==> src/rtl/snake_pixel_store.sv <==
// Snake game state: circular position queue plus occupancy bitmap, move/grow update FSM,
// and a registered per-pixel colour lookup that feeds a WS2812 serialiser.
module snake_pixel_store #(
  parameter int          GRID_W     = 8,
  parameter int          GRID_H     = 8,
  parameter int          IDX_W      = 6,
  parameter int          MAX_LEN    = 16,
  parameter int          LEN_W      = 5,
  parameter logic [23:0] HEAD_COLOR = 24'h001100,
  parameter logic [23:0] BODY_COLOR = 24'h110000,
  parameter logic [23:0] FOOD_COLOR = 24'h000011,
  parameter logic [23:0] DEAD_COLOR = 24'h111100,
  parameter logic [23:0] BG_COLOR   = 24'h000000
) (
  input  logic             sys_clk,
  input  logic             sys_rst,
  input  logic             start,
  input  logic [IDX_W-1:0] start_idx,
  input  logic [IDX_W-1:0] food_idx,
  input  logic             move_vld,
  output logic             move_rdy,
  input  logic [IDX_W-1:0] move_idx,
  input  logic             move_grow,
  input  logic             pix_req,
  input  logic [IDX_W-1:0] pix_idx,
  input  logic [4:0]       cnt_bit,
  output logic             pix_vld,
  output logic [23:0]      pix_color,
  output logic             bit_out,
  output logic [LEN_W-1:0] snake_len,
  output logic             eat,
  output logic             collide,
  output logic             game_over
);

  localparam int NPIX    = GRID_W * GRID_H;
  localparam int BM_SIZE = 1 << IDX_W;
  localparam int PTR_W   = (MAX_LEN > 1) ? $clog2(MAX_LEN) : 1;
  localparam logic [IDX_W:0]   NPIX_LIM = (IDX_W+1)'(NPIX);
  localparam logic [LEN_W-1:0] LEN_MAX  = LEN_W'(MAX_LEN);
  localparam logic [PTR_W-1:0] PTR_LAST = PTR_W'(MAX_LEN - 1);

  typedef enum logic [1:0] {IDLE, RUN, UPD, OVER} state_t;

  state_t           state_reg, state_next;
  logic [BM_SIZE-1:0] bitmap_reg;
  logic [IDX_W-1:0] queue_reg [MAX_LEN];
  logic [PTR_W-1:0] head_ptr_reg, tail_ptr_reg;
  logic [LEN_W-1:0] len_reg;
  logic [IDX_W-1:0] mv_idx_reg;
  logic             mv_grow_reg;
  logic             eat_reg, collide_reg, pix_vld_reg;
  logic [23:0]      pix_color_reg;

  logic             start_ok, accept, grow_eff, vacate, hit;
  logic [IDX_W-1:0] head_pos, tail_pos;
  logic [PTR_W-1:0] head_ptr_inc, tail_ptr_inc;
  logic [23:0]      lookup_color;

  function automatic logic in_grid(input logic [IDX_W-1:0] idx);
    return {1'b0, idx} < NPIX_LIM;
  endfunction

  function automatic logic [PTR_W-1:0] ptr_inc(input logic [PTR_W-1:0] p);
    return (p == PTR_LAST) ? '0 : p + 1'b1;
  endfunction

  assign start_ok     = start && in_grid(start_idx);
  assign accept       = move_vld && (state_reg == RUN) && !start_ok;
  assign head_pos     = queue_reg[head_ptr_reg];
  assign tail_pos     = queue_reg[tail_ptr_reg];
  assign head_ptr_inc = ptr_inc(head_ptr_reg);
  assign tail_ptr_inc = ptr_inc(tail_ptr_reg);
  assign grow_eff     = mv_grow_reg && (len_reg < LEN_MAX);
  assign vacate       = !grow_eff;
  // Moving onto the tail cell is legal when that tail is leaving on this same move.
  assign hit = !in_grid(mv_idx_reg) ||
               (bitmap_reg[mv_idx_reg] && !(vacate && (mv_idx_reg == tail_pos)));

  always_ff @(posedge sys_clk) begin
    if (sys_rst) state_reg <= IDLE;
    else         state_reg <= state_next;
  end

  always_comb begin
    state_next = state_reg;
    move_rdy   = 1'b0;
    game_over  = 1'b0;
    case (state_reg)
      RUN: begin
        move_rdy = 1'b1;
        if (move_vld) state_next = UPD;
      end
      UPD:     state_next = hit ? OVER : RUN;
      OVER:    game_over  = 1'b1;
      default: state_next = state_reg;
    endcase
    if (start_ok) state_next = RUN;
  end

  always_ff @(posedge sys_clk) begin
    if (sys_rst) begin
      bitmap_reg   <= '0;
      head_ptr_reg <= '0;
      tail_ptr_reg <= '0;
      len_reg      <= '0;
      mv_idx_reg   <= '0;
      mv_grow_reg  <= 1'b0;
      eat_reg      <= 1'b0;
      collide_reg  <= 1'b0;
      for (int i = 0; i < MAX_LEN; i++) queue_reg[i] <= '0;
    end else begin
      eat_reg     <= 1'b0;
      collide_reg <= 1'b0;
      if (start_ok) begin
        bitmap_reg            <= '0;
        bitmap_reg[start_idx] <= 1'b1;
        queue_reg[0]          <= start_idx;
        head_ptr_reg          <= '0;
        tail_ptr_reg          <= '0;
        len_reg               <= LEN_W'(1);
      end else if (accept) begin
        mv_idx_reg  <= move_idx;
        mv_grow_reg <= move_grow;
      end else if (state_reg == UPD) begin
        if (hit) begin
          collide_reg <= 1'b1;
        end else begin
          // Tail clear first so the set below wins when the head takes the tail cell.
          if (vacate) begin
            bitmap_reg[tail_pos] <= 1'b0;
            tail_ptr_reg         <= tail_ptr_inc;
          end
          bitmap_reg[mv_idx_reg]  <= 1'b1;
          queue_reg[head_ptr_inc] <= mv_idx_reg;
          head_ptr_reg            <= head_ptr_inc;
          len_reg                 <= len_reg + LEN_W'(grow_eff);
          eat_reg                 <= (mv_idx_reg == food_idx);
        end
      end
    end
  end

  always_comb begin
    lookup_color = BG_COLOR;
    if (in_grid(pix_idx)) begin
      if ((state_reg != IDLE) && (pix_idx == head_pos))
        lookup_color = (state_reg == OVER) ? DEAD_COLOR : HEAD_COLOR;
      else if (bitmap_reg[pix_idx])
        lookup_color = (state_reg == OVER) ? DEAD_COLOR : BODY_COLOR;
      else if (pix_idx == food_idx)
        lookup_color = FOOD_COLOR;
    end
  end

  always_ff @(posedge sys_clk) begin
    if (sys_rst) begin
      pix_vld_reg   <= 1'b0;
      pix_color_reg <= '0;
    end else begin
      pix_vld_reg <= pix_req;
      if (pix_req) pix_color_reg <= lookup_color;
    end
  end

  assign pix_vld   = pix_vld_reg;
  assign pix_color = pix_color_reg;
  assign bit_out   = (cnt_bit <= 5'd23) ? pix_color_reg[5'd23 - cnt_bit] : 1'b0;
  assign snake_len = len_reg;
  assign eat       = eat_reg;
  assign collide   = collide_reg;

endmodule

==> config.mk <==
export PLATFORM = sky130hd
export DESIGN_NAME = snake_pixel_store
export DESIGN_NICKNAME = d
export VERILOG_FILES = /design/src/rtl/snake_pixel_store.sv
export SDC_FILE = /design/constraint.sdc
export NUM_CORES = 1
export LEC_CHECK = 0
export ABC_AREA = 0
export CAP_MARGIN = 10
export CORE_ASPECT_RATIO = 1.25
export CORE_MARGIN = 3
export CORE_UTILIZATION = 45
export DETAILED_ROUTE_END_ITERATION = 8
export GPL_TIMING_DRIVEN = 0
export PLACE_DENSITY_LB_ADDON = 0.3
export SLEW_MARGIN = 20
export SYNTH_ARGS = -nofsm -noshare
export SYNTH_HDL_FRONTEND = slang
export SYNTH_SLANG_ARGS = --single-unit
export TNS_END_PERCENT = 20
==> constraint.sdc <==
create_clock -name sys_clk -period 4.5 [get_ports sys_clk]
set_input_delay 0.9 -clock sys_clk [delete_from_list [all_inputs] [get_ports sys_clk]]
set_output_delay 0.9 -clock sys_clk [all_outputs]
set_load 0.005 [all_outputs]
==> impl_metrics.toml <==
[place]
place_inst = 1515
numPortBuffers = 43
placed_cell_area_sq_um = 12800
place_congestion = 1.02
hpwl_microns = 31100

[timing]
skew_ps = 14.7
rsz0062_at_grt = "false"
worst_slew_pin_slew_ps = 1180
timing.setup.tns_ps = 0
hold_viol_final = 0
max_freq_mhz = 234
fin_crit_ps = 4280
max-slew-margin-rel_pct = 20.9
finalCritPeriodShare_pct = 95.1
finalSetupViolCount = 0
maxSlewViolCount = 0

[global_routing]
track_usage_pct = 30.6
grt_max_degree = 21
grt_pass1_vias = 10400
grt_pass1_wl_microns = 63900
grt_remaining_overflow = 0
antenna_found_initial = 0

[worst_setup_path]
crit_top_cell = "buf_2"
critPathSlowestCell = "o311ai_0"
path_class = "register to register"
ff2ff_setup_slack_ps = 220
rr_endpoint = "queue_reg[10][3]$_SDFFCE_PN0P_"
critPathCaptureType = "register"
cpPeakStageDelay_ps = 520
cp-start-kind = "register"
crit_arrival_ps = 4400
cp_max_fo = 10
critPathTopFamily = "compound AO/OA/AOI/OAI gates"
worst-path-stages = 12
critical_path.startpoint = "mv_idx_reg[1]$_SDFFE_PP0P_"
cp-endpoint = "queue_reg[10][3]$_SDFFCE_PN0P_"
rr_startpoint = "mv_idx_reg[1]$_SDFFE_PP0P_"
ff2ff_path_depth = 12
worst-path-buf-inv = 4
crit_chain = "buf_6, buf_4, buf_2, mux2i_1, o22ai_1, o311ai_0, o221ai_1, nor4_4, a31oi_4, nor2_4, buf_2, a31o_2"
required_ps = 4630

[clock_network]
htreeDepth = 4
cts_root_buf = "clkbuf_16"
clockBufferDepth = 2
postCtsSetupRepairBufs = 0
cts_tree = "built"
path_clk_slew_ps = 80
numCtsBuffers = 17
clkSinkCount = 196
clk_latency_ps = 460

[drt]
wirelength_microns = 43800
ant_nets = 0
drc = 0
dr.pass1.iters = 6
drt-initial-drc-count = 1501
wl_per_cell_microns = 28.3
routed-via-count = 10500
vias_per_cell = 6.82

[cells_and_area]
fillers = 2281
finalNonFillerCells = 1547
register_area_sq_um = 4880
diodes = 0
largest_register_ffs = 96
final_common_cell = "nor2_1"
drive_above_1_share_pct = 18.4
layout.nets = 1244
postLayoutCellArea_sq_um = 13400
multi_input_area_sq_um = 6310
final_cell_mix = "123 x nor2_1, 100 x dfxtp_1, 96 x edfxtp_1"
syn_to_final_growth_pct = 13.4

[logic_synthesis]
synth_flop_cell = "dfxtp_1"
yosysSeqAreaShare_pct = 41.4
yosys_warnings = 0
synth_area_per_cell_sq_um = 10.6
async_flop_share_pct = 0
synth_edf_count = 96
synthCells = 1117
ys_ff_latch = 196
synthDistinctLibCells = 75
netlist_area_sq_um = 11800

[power_and_ir_drop]
p_per_area_nw_per_um2 = 301
leakage_nw = 4.33
ir_worst_vdd_v = 0.000283
power_mw = 4.03

[floorplan]
die_x_microns = 151
die-area_sq_um = 28200
rows = 65
start_util_pct = 46.2
core_area_sq_um = 25500
io_pins = 70
die_y_microns = 187

[worst_hold_path]
hold_class = "register to register"
worstHoldStart = "snake_len[1]$_SDFFE_PP0P_"

[outcome]
status = "complete, no violations"

[run]
drv_cap = 0
-- layer usage --
layer	routed length (microns)	share of wire (%)	vias up	global-route usage [%]
li1	-	-	4476	-
met1	15200	35	5071	37.2
met2	20400	47	803	48.2
met3	4680	11	195	6.69
met4	3500	8.0	0	20.6
met5	0	0	-	0
-- cell usage after synthesis, drive strengths merged, types with 13 or more instances --
master	count	share of area (%)
nor2	124	4.0
dfxtp	100	17
edfxtp	96	24
nand2	84	2.7
buf	76	4.2
o22ai	72	3.9
mux4	63	12
nand3	63	2.8
a32o	49	4.2
mux2i	46	3.9
clkbuf	37	1.2
a21oi	24	1.1
o21ai	21	0.89
a31o	18	1.3
a31oi	15	0.92
mux2	15	1.4
nand3b	15	0.95
nor2b	15	0.80
inv	14	0.45
a21o	13	0.83
nor3	13	0.55
-- logic make-up after synthesis --
logic type | Yosys count | synth area share, %
AO/OA/AOI/OAI | 262 | 16.9
XOR/XNOR | 21 | 1.62
adder cells (fa/ha/maj) | 10 | 1.06
buffers and inverters | 127 | 5.84
flip-flops | 196 | 41.4
multiplexers | 124 | 17.4
other | 1 | 0.0318
AND/OR/NAND/NOR | 376 | 15.7
-- worst min-delay path, delay by kind of cell (launching register included) --
kind | cells | cell delay [ps]
compound gates | 1 | 50
flops | 1 | 350
simple gates | 1 | 70
-- cell type report --
type / count / area share [%]
clock buffers: 17 / 3.18
flip-flops and latches: 196 / 36.5
well taps: 335 / 3.13
plain buffers: 113 / 4.76
repair buffers: 46 / 3.38
inverters: 14 / 0.393
clock inverters: 15 / 1.54
multi-input cells: 811 / 47.1
-- worst min-delay path by stage --
stage / to / depth (start not counted)
3_3_place_gp: bitmap_reg[27]$_SDFFE_PP0P_ / 2
2_1_floorplan: mv_grow_reg$_SDFFE_PP0P_ / 2
5_1_grt: register / 2
4_1_cts: bitmap_reg[27]$_SDFFE_PP0P_ / 2
3_5_place_dp: bitmap_reg[27]$_SDFFE_PP0P_ / 2
6_report: snake_len[1]$_SDFFE_PP0P_ / 2
-- where the power goes --
part | internal [mW] | leakage (nW) | switching [mW]
clock network | 0.857 | 0.309 | 0.794
registers | 1.90 | 1.80 | 0.0275
logic | 0.164 | 2.22 | 0.287
total | 2.93 | 4.33 | 1.11
-- repair_timing --
action / in CTS / in global routing
endpoints found under the setup margin: 6 / 0
hold buffers: 0 / 0
resized for setup: 1 / 0
-- stage by stage --
stage | setup slack (ps) | util, % | hold slack, ps
floorplan | 1040 | - | 462
global placement | 37.2 | 49.8 | 488
detailed placement | -17.7 | 49.9 | 495
CTS | 299 | 52.4 | 512
global route | 90.0 | 52.4 | 538
finish | 221 | 52.4 | 514
(Power assumes the default switching activity.)
